--- config.mk ---
export PLATFORM = sky130hd
export DESIGN_NAME = vga_timing_gen
export DESIGN_NICKNAME = d
export VERILOG_FILES = /design/src/rtl/vga_timing_gen.sv
export SDC_FILE = /design/constraint.sdc
export NUM_CORES = 1
export LEC_CHECK = 0
export BUFFER_PORTS_ARGS = -buffer_cell sky130_fd_sc_hd__buf_2
export CORE_MARGIN = 4
export CORE_UTILIZATION = 55
export CTS_CLUSTER_DIAMETER = 200
export CTS_CLUSTER_SIZE = 8
export DETAILED_ROUTE_END_ITERATION = 16
export GPL_ROUTABILITY_DRIVEN = 0
export PLACE_DENSITY_LB_ADDON = 0.3
export SLEW_MARGIN = 0
export SYNTH_ARGS = -nofsm -noshare
export SYNTH_HDL_FRONTEND = slang
export SYNTH_SLANG_ARGS = --single-unit
--- constraint.sdc ---
create_clock -name clk -period 2.65 [get_ports clk]
set_input_delay 0.53 -clock clk [delete_from_list [all_inputs] [get_ports clk]]
set_output_delay 0.53 -clock clk [all_outputs]
set_load 0.01 [all_outputs]
--- src/rtl/vga_timing_gen.sv ---
// vga_timing_gen
//   Parametrised VGA raster timing generator. A pixel-enable divider drives
//   horizontal and vertical position counters. Every output is a register
//   loaded from the same counter state, so all outputs are cycle-aligned and
//   lag the counters by one clock.
//
// Ports
//   clk         : system clock
//   reset       : synchronous, active-low reset
//   hsync       : horizontal sync, active level H_POL
//   vsync       : vertical sync, active level V_POL
//   video_on    : pix_x < H_DISPLAY and pix_y < V_DISPLAY
//   pixel_tick  : high in the last system clock of each pixel period
//   pix_x       : current column, 0..H_TOTAL-1
//   pix_y       : current line, 0..V_TOTAL-1
//   line_start  : one-clock strobe in the first clock of pixel x=0
//   frame_start : one-clock strobe in the first clock of pixel (0,0)
module vga_timing_gen #(
  parameter int unsigned H_DISPLAY = 640,
  parameter int unsigned H_FRONT   = 16,
  parameter int unsigned H_SYNC    = 96,
  parameter int unsigned H_BACK    = 48,
  parameter int unsigned V_DISPLAY = 480,
  parameter int unsigned V_FRONT   = 10,
  parameter int unsigned V_SYNC    = 2,
  parameter int unsigned V_BACK    = 33,
  parameter int unsigned H_POL     = 0,
  parameter int unsigned V_POL     = 0,
  parameter int unsigned CLK_DIV   = 2,
  parameter int unsigned CNT_W     = 10
) (
  input  logic             clk,
  input  logic             reset,
  output logic             hsync,
  output logic             vsync,
  output logic             video_on,
  output logic             pixel_tick,
  output logic [CNT_W-1:0] pix_x,
  output logic [CNT_W-1:0] pix_y,
  output logic             line_start,
  output logic             frame_start
);

  localparam int unsigned H_TOTAL = H_DISPLAY + H_FRONT + H_SYNC + H_BACK;
  localparam int unsigned V_TOTAL = V_DISPLAY + V_FRONT + V_SYNC + V_BACK;
  localparam int unsigned DIV_W   = (CLK_DIV > 1) ? $clog2(CLK_DIV) : 1;

  localparam logic [DIV_W-1:0] DIV_LAST = DIV_W'(CLK_DIV - 1);
  localparam logic [CNT_W-1:0] H_LAST   = CNT_W'(H_TOTAL - 1);
  localparam logic [CNT_W-1:0] V_LAST   = CNT_W'(V_TOTAL - 1);
  localparam logic [CNT_W-1:0] H_VIS    = CNT_W'(H_DISPLAY);
  localparam logic [CNT_W-1:0] V_VIS    = CNT_W'(V_DISPLAY);
  localparam logic [CNT_W-1:0] HS_FIRST = CNT_W'(H_DISPLAY + H_FRONT);
  localparam logic [CNT_W-1:0] HS_LAST  = CNT_W'(H_DISPLAY + H_FRONT + H_SYNC - 1);
  localparam logic [CNT_W-1:0] VS_FIRST = CNT_W'(V_DISPLAY + V_FRONT);
  localparam logic [CNT_W-1:0] VS_LAST  = CNT_W'(V_DISPLAY + V_FRONT + V_SYNC - 1);
  localparam logic             H_ACT    = H_POL[0];
  localparam logic             V_ACT    = V_POL[0];

  logic [DIV_W-1:0] div_cnt_q, div_cnt_d;
  logic [CNT_W-1:0] h_cnt_q, h_cnt_d;
  logic [CNT_W-1:0] v_cnt_q, v_cnt_d;
  logic             tick;

  logic             hsync_q, hsync_d;
  logic             vsync_q, vsync_d;
  logic             video_on_q, video_on_d;
  logic             pixel_tick_q, pixel_tick_d;
  logic [CNT_W-1:0] pix_x_q, pix_x_d;
  logic [CNT_W-1:0] pix_y_q, pix_y_d;
  logic             line_start_q, line_start_d;
  logic             frame_start_q, frame_start_d;

  // With CLK_DIV=1 the divider is a single bit that stays 0, so tick is
  // permanently high.
  always_comb begin
    tick      = (div_cnt_q == DIV_LAST);
    div_cnt_d = tick ? '0 : div_cnt_q + DIV_W'(1);
    h_cnt_d   = h_cnt_q;
    v_cnt_d   = v_cnt_q;
    if (tick) begin
      if (h_cnt_q == H_LAST) begin
        h_cnt_d = '0;
        v_cnt_d = (v_cnt_q == V_LAST) ? '0 : v_cnt_q + CNT_W'(1);
      end else begin
        h_cnt_d = h_cnt_q + CNT_W'(1);
      end
    end
  end

  // Output decode works on the current counters; the registers below add the
  // single clock of latency shared by every output.
  always_comb begin
    hsync_d       = ((h_cnt_q >= HS_FIRST) && (h_cnt_q <= HS_LAST)) ? H_ACT : ~H_ACT;
    vsync_d       = ((v_cnt_q >= VS_FIRST) && (v_cnt_q <= VS_LAST)) ? V_ACT : ~V_ACT;
    video_on_d    = (h_cnt_q < H_VIS) && (v_cnt_q < V_VIS);
    pixel_tick_d  = tick;
    pix_x_d       = h_cnt_q;
    pix_y_d       = v_cnt_q;
    line_start_d  = (h_cnt_q == '0) && (div_cnt_q == '0);
    frame_start_d = line_start_d && (v_cnt_q == '0);
  end

  always_ff @(posedge clk) begin
    if (!reset) begin
      div_cnt_q     <= '0;
      h_cnt_q       <= '0;
      v_cnt_q       <= '0;
      hsync_q       <= ~H_ACT;
      vsync_q       <= ~V_ACT;
      video_on_q    <= 1'b0;
      pixel_tick_q  <= 1'b0;
      pix_x_q       <= '0;
      pix_y_q       <= '0;
      line_start_q  <= 1'b0;
      frame_start_q <= 1'b0;
    end else begin
      div_cnt_q     <= div_cnt_d;
      h_cnt_q       <= h_cnt_d;
      v_cnt_q       <= v_cnt_d;
      hsync_q       <= hsync_d;
      vsync_q       <= vsync_d;
      video_on_q    <= video_on_d;
      pixel_tick_q  <= pixel_tick_d;
      pix_x_q       <= pix_x_d;
      pix_y_q       <= pix_y_d;
      line_start_q  <= line_start_d;
      frame_start_q <= frame_start_d;
    end
  end

  assign hsync       = hsync_q;
  assign vsync       = vsync_q;
  assign video_on    = video_on_q;
  assign pixel_tick  = pixel_tick_q;
  assign pix_x       = pix_x_q;
  assign pix_y       = pix_y_q;
  assign line_start  = line_start_q;
  assign frame_start = frame_start_q;

endmodule

=== Word-level counts from Yosys, hierarchy flattened ===
Index checks and enable logic that the tools add are counted.

* Output and inout port bits: 26
* Bits in latches: 0
* Bits in read-only memories: 0
* Word-level logic and storage cells: 37
* Bits in writable memories: 0
* Memories kept: 0
* Bits in registers: 47
* Bits of input ports: 2

* Reductions and logical operators: 9
* Order comparisons: 6
* Bitwise operators: 2
* Div/mod/pow operators: 0
* Equality and inequality tests: 2
* Mux-type cells: 4
* Add/subtract/negate cells: 3
* $mul: 0
* Shifts and indexed selects: 0

{| class="wikitable"
|+ Operator list
! operator !! count
|-
| $add 10x1->10 const B || 2
|-
| $eq 10x10->1 const B || 2
|-
| $logic_not 10->1 || 2
|-
| $mux 10 || 2
|-
| $ge 10x10->1 const B || 1
|-
| $ge 10x9->1 const B || 1
|-
| $le 10x10->1 const B || 1
|-
| $le 10x9->1 const B || 1
|-
| $lt 10x10->1 const B || 1
|-
| $lt 10x9->1 const B || 1
|-
| $logic_and 1x1->1 || 5
|-
| $mux 1 || 2
|-
| $not 1->1 || 2
|-
| $reduce_and 2->1 || 1
|-
| $reduce_or 2->1 || 1
|-
| $add 1x1->1 const B || 1
|}

=== Depth between registers and ports, before layout ===
Gate-level depths: netlist (run 1).

* Word-level depth: 3
* Gate-level depth with buffers: 6
* Gate-level depth less buffers: 6

=== Worst setup path before layout (run 1) ===
OpenSTA, ideal clock, no wires.

* Kind: reg2reg
* Start point: reg h_cnt_q[0]
* End point: reg v_cnt_q[7], in the netlist pix_y_d[7]
* Data arrival time: 2.002 ns
* Setup time: 0.070 ns
* Path buffers: 1
* Cell stages (with the launch flop): 7
* Period minus slack after synthesis: 2.072 ns
* Data required time: 2.580 ns
* Path slack: 0.578 ns
* Cells stage by stage: dfxtp_1 ha_1 nand3_1 or4_4 buf_6 or4_1 a21oi_1

* Cells in the longest elaborated chain, start to end: 2

{| class="wikitable"
|+ RTL lines
! element !! line !! RTL
|-
| from (decl) || 61 || <nowiki>logic [CNT_W-1:0] h_cnt_q, h_cnt_d;</nowiki>
|-
| from (signal assigned) || 119 || <nowiki>h_cnt_q <= h_cnt_d;</nowiki>
|-
| $eq 10x10->1 || 82 || <nowiki>if (h_cnt_q == H_LAST) begin</nowiki>
|-
| $reduce_and 2->1 (no line) || n/a ||
|-
| to (signal assigned) || 120 || <nowiki>v_cnt_q <= v_cnt_d;</nowiki>
|-
| to (decl) || 62 || <nowiki>logic [CNT_W-1:0] v_cnt_q, v_cnt_d;</nowiki>
|}

Every way passes these cells.
A chain may end at the register's enable or synchronous reset.

=== Final worst setup path (run 1) ===
Same ends and word-level chain as after synthesis.

==> qor.csv, run 1 <==
stage;metric;value;unit
run_status;run status;complete, no violations;
detailed_routing;DRC marker count from the first detailed-route iteration;70;
synthesis;total standard cell area after synthesis;1860;µm²
timing;share of the clock period used by the worst path;84.5;%
detailed_routing;Post-DRT Antenna Nets;0;
synthesis;number of synthesized register bits;47;
synthesis;Post-synth top flop;sky130_fd_sc_hd__dfxtp_1;
floorplan;core footprint;3150;µm²
timing;count of endpoints failing setup in the final report;0;
synthesis;sequential fraction of the synthesis area;50.6;%
clocking;Clock Root Buffer;sky130_fd_sc_hd__clkbuf_4;
timing;worst-case clock skew;4.78;ps
floorplan;Die W;66.1;µm
critical_path;Critical Setup Path Class;reg -> reg;
synthesis;number of flops mapped to enable cells by yosys;0;
clocking;Clk Latency, worst-skew pair;350;ps
synthesis;number of distinct library cells after synthesis;39;
detailed_routing;First-pass DRT Iterations;4;
critical_path;sort of element at the end of the critical path;register;
timing;min cycle time layout;2240;ps
grt;global routing usage on met3;7.31;%
min_path;count of cells along the worst hold path;2;
grt;number of global-route vias before repair;1313;
final_layout;most used cells in the layout excluding fill and tap cells;47 x sky130_fd_sc_hd__dfxtp_1, 27 x sky130_fd_sc_hd__buf_2, 23 x sky130_fd_sc_hd__and2_1;
timing;relative max-transition margin;61.1;%
placement;number of buffers inserted by port buffering;27;
clocking;clock transition time at the flip-flop clock pins of the worst setup and hold paths;120;ps
grt;layer carrying the most global-route usage;met2;
detailed_routing;drc violations;0;
final_layout;proportion of layout cells with a drive suffix above 1;17.1;%
grt;fraction of met1 tracks used by global routing;22.1;%
floorplan;die outline height;66.1;µm
flow_run;max_cap viols;0;
critical_path;kind of start point of the critical path;register;
pwr;overall power consumption;1.19;mW
timing;highest achievable clock rate;0.446;GHz
clocking;H-tree depth;2;
critical_path;worst reg-to-reg path cell count;5;
synthesis;cell accounting for the most synthesized area;sky130_fd_sc_hd__dfxtp_1;
pwr;Cell Pwr Density;570;nW/µm²
min_path;worst hold path class;reg -> reg;
synthesis;largest cells by area after synthesis;sky130_fd_sc_hd__dfxtp_1 51%, sky130_fd_sc_hd__and2_1 7.7%, sky130_fd_sc_hd__xnor2_1 3.8%;
grt;total congestion overflow;0;
detailed_routing;total wirelength of the detailed-routed design;3350;µm
placement;post-placement setup slack;469;ps
pwr;leakage power summed over all cells;0.849;nW
final_layout;diode insertion count for antenna repair;0;
grt;maximum number of pins on one net before global-route repair;24;
timing;Tightest Pin Transition;578;ps
grt;first-pass GRT wire length;6000;µm
critical_path;worst flop-to-flop path startpoint;h_cnt_q[0];
grt;total routing usage reported by global routing;18.0;%
clocking;count of hold-fix buffers inserted at cts;0;
final_layout;Layout area overhead;12.2;%
detailed_routing;total number of vias;1435;
floorplan;number of top-level design ports;28;
detailed_routing;Wirelength per Cell;12.6;µm
synthesis;Synth Area per Inst;9.48;µm²
detailed_routing;per-cell via count in the routed design;5.39;
timing;min setup slack post-route;410;ps
synthesis;yosys synthesis warning count;0;
clocking;Resize count post-CTS;0;
clocking;number of buffers inserted during clock tree synthesis;5;
floorplan;starting density of the core;58.9;%
clocking;number of sinks driven by the clock tree;47;
placement;DPL Wire Length;2480;µm
synthesis;Mapped Cells;196;
min_path;hold path endpoint;h_cnt_q[0];
floorplan;number of rows in the core area;20;
clocking;total setup buffers inserted after CTS;0;
final_layout;number of nets at the end of the flow;228;
clocking;Clock Path Buffers;2;
synthesis;synthesized net count;203;
synthesis;portion of synthesized cell area occupied by the leading cell type;50.6;%
pwr;VDD IR-drop max;0.327;mV
grt;met2 demand-to-capacity share in global routing;27.9;%
critical_path;register-to-register path setup slack;410;ps
timing;final number of max-transition violations;0;
critical_path;Req. time, crit path;2940;ps
timing;Hold Violations, Final;0;
critical_path;CP Data Arrival Time;2530;ps
timing;Total Negative Setup Slacks;0;ps
grt;antenna violations before repair;0;
critical_path;endpoint of the worst-slack reg-to-reg timing path;pix_y_d[7];
critical_path;CP max FO;9;
min_path;Min-Delay Startpoint;h_cnt_q[0];
synthesis;proportion of synthesized flip-flops having asynchronous set or reset;0;%
floorplan;total die area;4370;µm²
final_layout;most frequent standard cell in the layout excluding fill and tap cells;sky130_fd_sc_hd__dfxtp_1;
timing;unrepaired setup endpoints after global routing;false;
clocking;clock tree from TritonCTS;done;
==> registers in the layout, indices dropped and copies added (netlist names) <==
signal,flops
div_cnt_q,1
frame_start,1
pix_y_d,10
vsync,1
pix_x,10
hsync,1
h_cnt_q,10
pix_y,10
video_on,1
pixel_tick,1
line_start,1
==> power breakdown <==
group / total (mW) / switching [mW] / leakage [nW] / internal, mW
Combinational: 0.0348 / 0.0215 / 0.420 / 0.0132
Sequential: 0.721 / 0.00580 / 0.380 / 0.716
Clock: 0.431 / 0.208 / 0.0482 / 0.223
Total: 1.19 / 0.236 / 0.849 / 0.952
==> worst max-delay path: stages, from the launching register on <==
cell                      delay [ps]
sky130_fd_sc_hd__dfxtp_1         410
sky130_fd_sc_hd__ha_1            240
sky130_fd_sc_hd__nand3_1         210
sky130_fd_sc_hd__or4_4           630
sky130_fd_sc_hd__or4_1           520
sky130_fd_sc_hd__a21oi_1         170
==> cells by family after synthesis <==
family | share of synthesized area (%)
compound gates | 6.67
xor+xnor | 4.71
fa+ha+maj | 3.37
buf+inv | 4.71
flops | 50.6
mux | 1.14
simple gates | 28.8
==> cell usage after synthesis, types with 5 or more instances <==
cell and n:
sky130_fd_sc_hd__nor3_1 7, sky130_fd_sc_hd__xnor2_1 8, sky130_fd_sc_hd__ha_1 5, sky130_fd_sc_hd__nor2_1 11
sky130_fd_sc_hd__nand4_1 6, sky130_fd_sc_hd__nor4_1 7, sky130_fd_sc_hd__dfxtp_1 47, sky130_fd_sc_hd__nand2_1 13
sky130_fd_sc_hd__and2_1 23, sky130_fd_sc_hd__nand3_1 10, sky130_fd_sc_hd__o21ai_0 6, sky130_fd_sc_hd__inv_1 8
==> layout make-up <==
type	instances	area [µm²]
fillers	268	1070
well taps	44	55.1
clock inverters	2	35.0
repair buffers	28	143
multi-input cells	131	830
inverters	8	30.0
clock buffers	6	51.3
flip-flops and latches	47	941
==> worst max-delay path by stage <==
| stage | start | endpoint | slack, ps | cells past startpoint |
|---|---|---|---|---|
| 6_report | h_cnt_q[0] | pix_y_d[7] | 410 | 5 |
| 5_1_grt | h_cnt_q[0] | pix_y_d[7] | 260 | 5 |
| 4_1_cts | h_cnt_q[0] | pix_y_d[7] | 430 | 5 |
| 3_5_place_dp | h_cnt_q[0] | pix_y_d[7] | 470 | 5 |
| 3_3_place_gp | h_cnt_q[0] | pix_y_d[7] | 570 | 5 |
| 2_1_floorplan | h_cnt_q[0] | pix_y_d[7] | 580 | 6 |
==> metrics by stage <==
step	instances	area, µm²	util, %	hold slack, ps
after floorplan	196	1860	-	437
after global placement	258	2000	63.4	467
after detailed placement	258	2000	63.4	485
after CTS	266	2080	66.1	502
after global routing	266	2080	66.1	523
final	266	2080	66.1	503
==> layer usage <==
metal | wire (µm) | vias to the layer above
met4 | 88 | 0
met2 | 1560 | 49
met1 | 1460 | 641
met5 | 0 | -
met3 | 248 | 14
li1 | - | 731
(Power assumes the default switching activity.)
==> run 2, diff against run 1 <==
CORE_UTILIZATION = 50   (was 55)
clock period = 1.8 ns   (was 2.65 ns; I/O delays follow)
==> run 2 against run 1 <==
Wire length up 18%; clock power increased by 55%; highest routed layer unchanged; core utilization up 0.59 points.
==> qor.csv, run 2 (same netlist as run 1, synthesis figures left out) <==
stage;metric;value;unit;change
detailed_routing;total number of vias;1555;;+8.4%
floorplan;number of rows in the core area;21;;+5.0%
critical_path;slowest CP cell;sky130_fd_sc_hd__or4_4;;
critical_path;Req. time, crit path;2030;ps;-910 ps
detailed_routing;Wirelength per Cell;13.6;µm;+8.3%
detailed_routing;First-pass DRT Iterations;4;;unchanged
clocking;clock tree from TritonCTS;done;;
final_layout;most frequent standard cell in the layout excluding fill and tap cells;sky130_fd_sc_hd__dfxtp_1;;
floorplan;starting density of the core;53.6;%;-5.4 points
final_layout;most used cells in the layout excluding fill and tap cells;42 x sky130_fd_sc_hd__dfxtp_1, 27 x sky130_fd_sc_hd__buf_2, 23 x sky130_fd_sc_hd__and2_1;;
critical_path;sort of element at the end of the critical path;register;;
pwr;Cell Pwr Density;777;nW/µm²;+36%
pwr;overall power consumption;1.80;mW;+51%
detailed_routing;DRC marker count from the first detailed-route iteration;100;;+43%
final_layout;diode insertion count for antenna repair;0;;unchanged
timing;unrepaired setup endpoints after global routing;true;;
critical_path;CP peak stage delay;560;ps;-70 ps
timing;WHS;464;ps;-39.3 ps
critical_path;CP Data Arrival Time;2020;ps;-510 ps
critical_path;delay-heaviest family, CP;simple AND/OR/NAND/NOR gates;;
grt;number of global-route vias before repair;1424;;+8.5%
final_layout;proportion of layout cells with a drive suffix above 1;27.9;%;+11 points
critical_path;CP max FO;4;;-5
detailed_routing;Post-DRT Antenna Nets;0;;unchanged
min_path;worst hold path class;in -> reg;;
timing;Hold Violations, Final;0;;unchanged
timing;highest achievable clock rate;0.558;GHz;+25%
clocking;number of sinks driven by the clock tree;47;;unchanged
timing;relative max-transition margin;67.4;%;+6.3 points
grt;first-pass GRT wire length;6500;µm;+8.4%
detailed_routing;drc violations;0;;unchanged
floorplan;core footprint;3470;µm²;+10%
placement;number of buffers inserted by port buffering;27;;unchanged
floorplan;die outline height;69.0;µm;+4.3%
placement;post-placement setup slack;-56.1;ps;-525 ps
run_status;run status;complete, no violations;;
grt;antenna violations before repair;0;;unchanged
grt;maximum number of pins on one net before global-route repair;22;;-8.3%
timing;count of endpoints failing setup in the final report;0;;unchanged
critical_path;cells along the critical path;ha_4 > nand3_4 > or4_4 > buf_6 > or3_1 > a21oi_1;;
grt;total congestion overflow;0;;unchanged
final_layout;number of nets at the end of the flow;250;;+9.6%
pwr;VDD IR-drop max;0.602;mV;+84%
critical_path;Critical Setup Path Class;reg -> reg;;
clocking;clock transition time at the flip-flop clock pins of the worst setup and hold paths;80;ps;-40 ps
detailed_routing;per-cell via count in the routed design;5.36;;-0.61%
clocking;count of hold-fix buffers inserted at cts;0;;unchanged
floorplan;Die W;69.0;µm;+4.3%
critical_path;kind of start point of the critical path;register;;
critical_path;Critical path buffers and inverters;1;;+1
timing;min cycle time layout;1790;ps;-449 ps
clocking;Clk Latency, worst-skew pair;290;ps;-60 ps
final_layout;Layout area overhead;24.5;%;
detailed_routing;total wirelength of the detailed-routed design;3960;µm;+18%
flow_run;max_cap viols;0;;unchanged
clocking;Clock Root Buffer;sky130_fd_sc_hd__clkbuf_8;;
clocking;Clock Path Buffers;2;;unchanged
placement;DPL Wire Length;2820;µm;+14%
floorplan;number of top-level design ports;28;;unchanged
pwr;leakage power summed over all cells;0.966;nW;+14%
timing;share of the clock period used by the worst path;99.5;%;+15 points
timing;min setup slack post-route;9.10;ps;-401 ps
floorplan;total die area;4760;µm²;+8.8%
timing;Tightest Pin Transition;485;ps;-93.4 ps
clocking;H-tree depth;2;;unchanged
timing;worst-case clock skew;3.13;ps;-1.66 ps
clocking;number of buffers inserted during clock tree synthesis;5;;unchanged
timing;final number of max-transition violations;0;;unchanged
grt;total routing usage reported by global routing;18.5;%;+0.44 points
## run 2: changes by cell type in the layout (fill, tap and decap cells not counted), moves of 4 or more
cell,change
sky130_fd_sc_hd__dfxtp_1,-5
sky130_fd_sc_hd__buf_4,+21
sky130_fd_sc_hd__clkbuf_8,+6
sky130_fd_sc_hd__clkbuf_4,-5
sky130_fd_sc_hd__dfxtp_2,+4
## run 2: cell type report
cell class	instances	area (µm²)
fillers	272	1150
inverters	8	30.0
flip-flops and latches	47	950
clock buffers	8	100
multi-input cells	131	865
well taps	46	57.6
repair buffers	50	312
## run 2: report_power, final
part	internal, mW	total [mW]	switching, mW
sequential	1.05	1.06	0.00714
clock	0.350	0.670	0.319
combinational	0.0280	0.0685	0.0404
## run 2: repair_timing
item / 4_1_cts / 5_1_grt
setup endpoints to repair: 4 / 3
setup buffers: 3 / 1
pin swaps: 1 / 6
resized for setup: 1 / 5
## run 2: routing by layer
metal / wire, µm / vias up / GRT usage, %
met5: 0 / - / 0
met4: 79 / 0 / 7.30
met3: 226 / 7 / 4.86
met2: 1790 / 44 / 28.3
met1: 1860 / 733 / 24.7
li1: - / 771 / -
## run 2: tightest hold or removal path, delay by kind of cell
kind / cells / cell delay [ps]
AO/OA/AOI/OAI: 1 / 110
buffers and inverters: 1 / 200
AND/OR/NAND/NOR: 1 / 40
## run 2: path summary, 6_finish.rpt
| check | from | to | slack, ps | cells after the start |
|---|---|---|---|---|
| max reg2reg | h_cnt_q[0] | pix_y_d[3] | 9 | 6 |
| max | h_cnt_q[0] | pix_y_d[3] | 9 | 6 |
| min | reset | pix_y_d[5] | 460 | 3 |
| min reg2reg | pix_y_d[4] | pix_y[4] | 510 | 2 |
## run 2: stage by stage
step	cell area, µm²	TNS [ps]	instances	util, %
final	2310	0	290	66.7
after global routing	2310	-75.9	290	66.7
after CTS	2280	0	289	65.8
after detailed placement	2160	-63.5	278	62.2
after global placement	2160	0	278	62.2
after floorplan	1880	-119	196	-
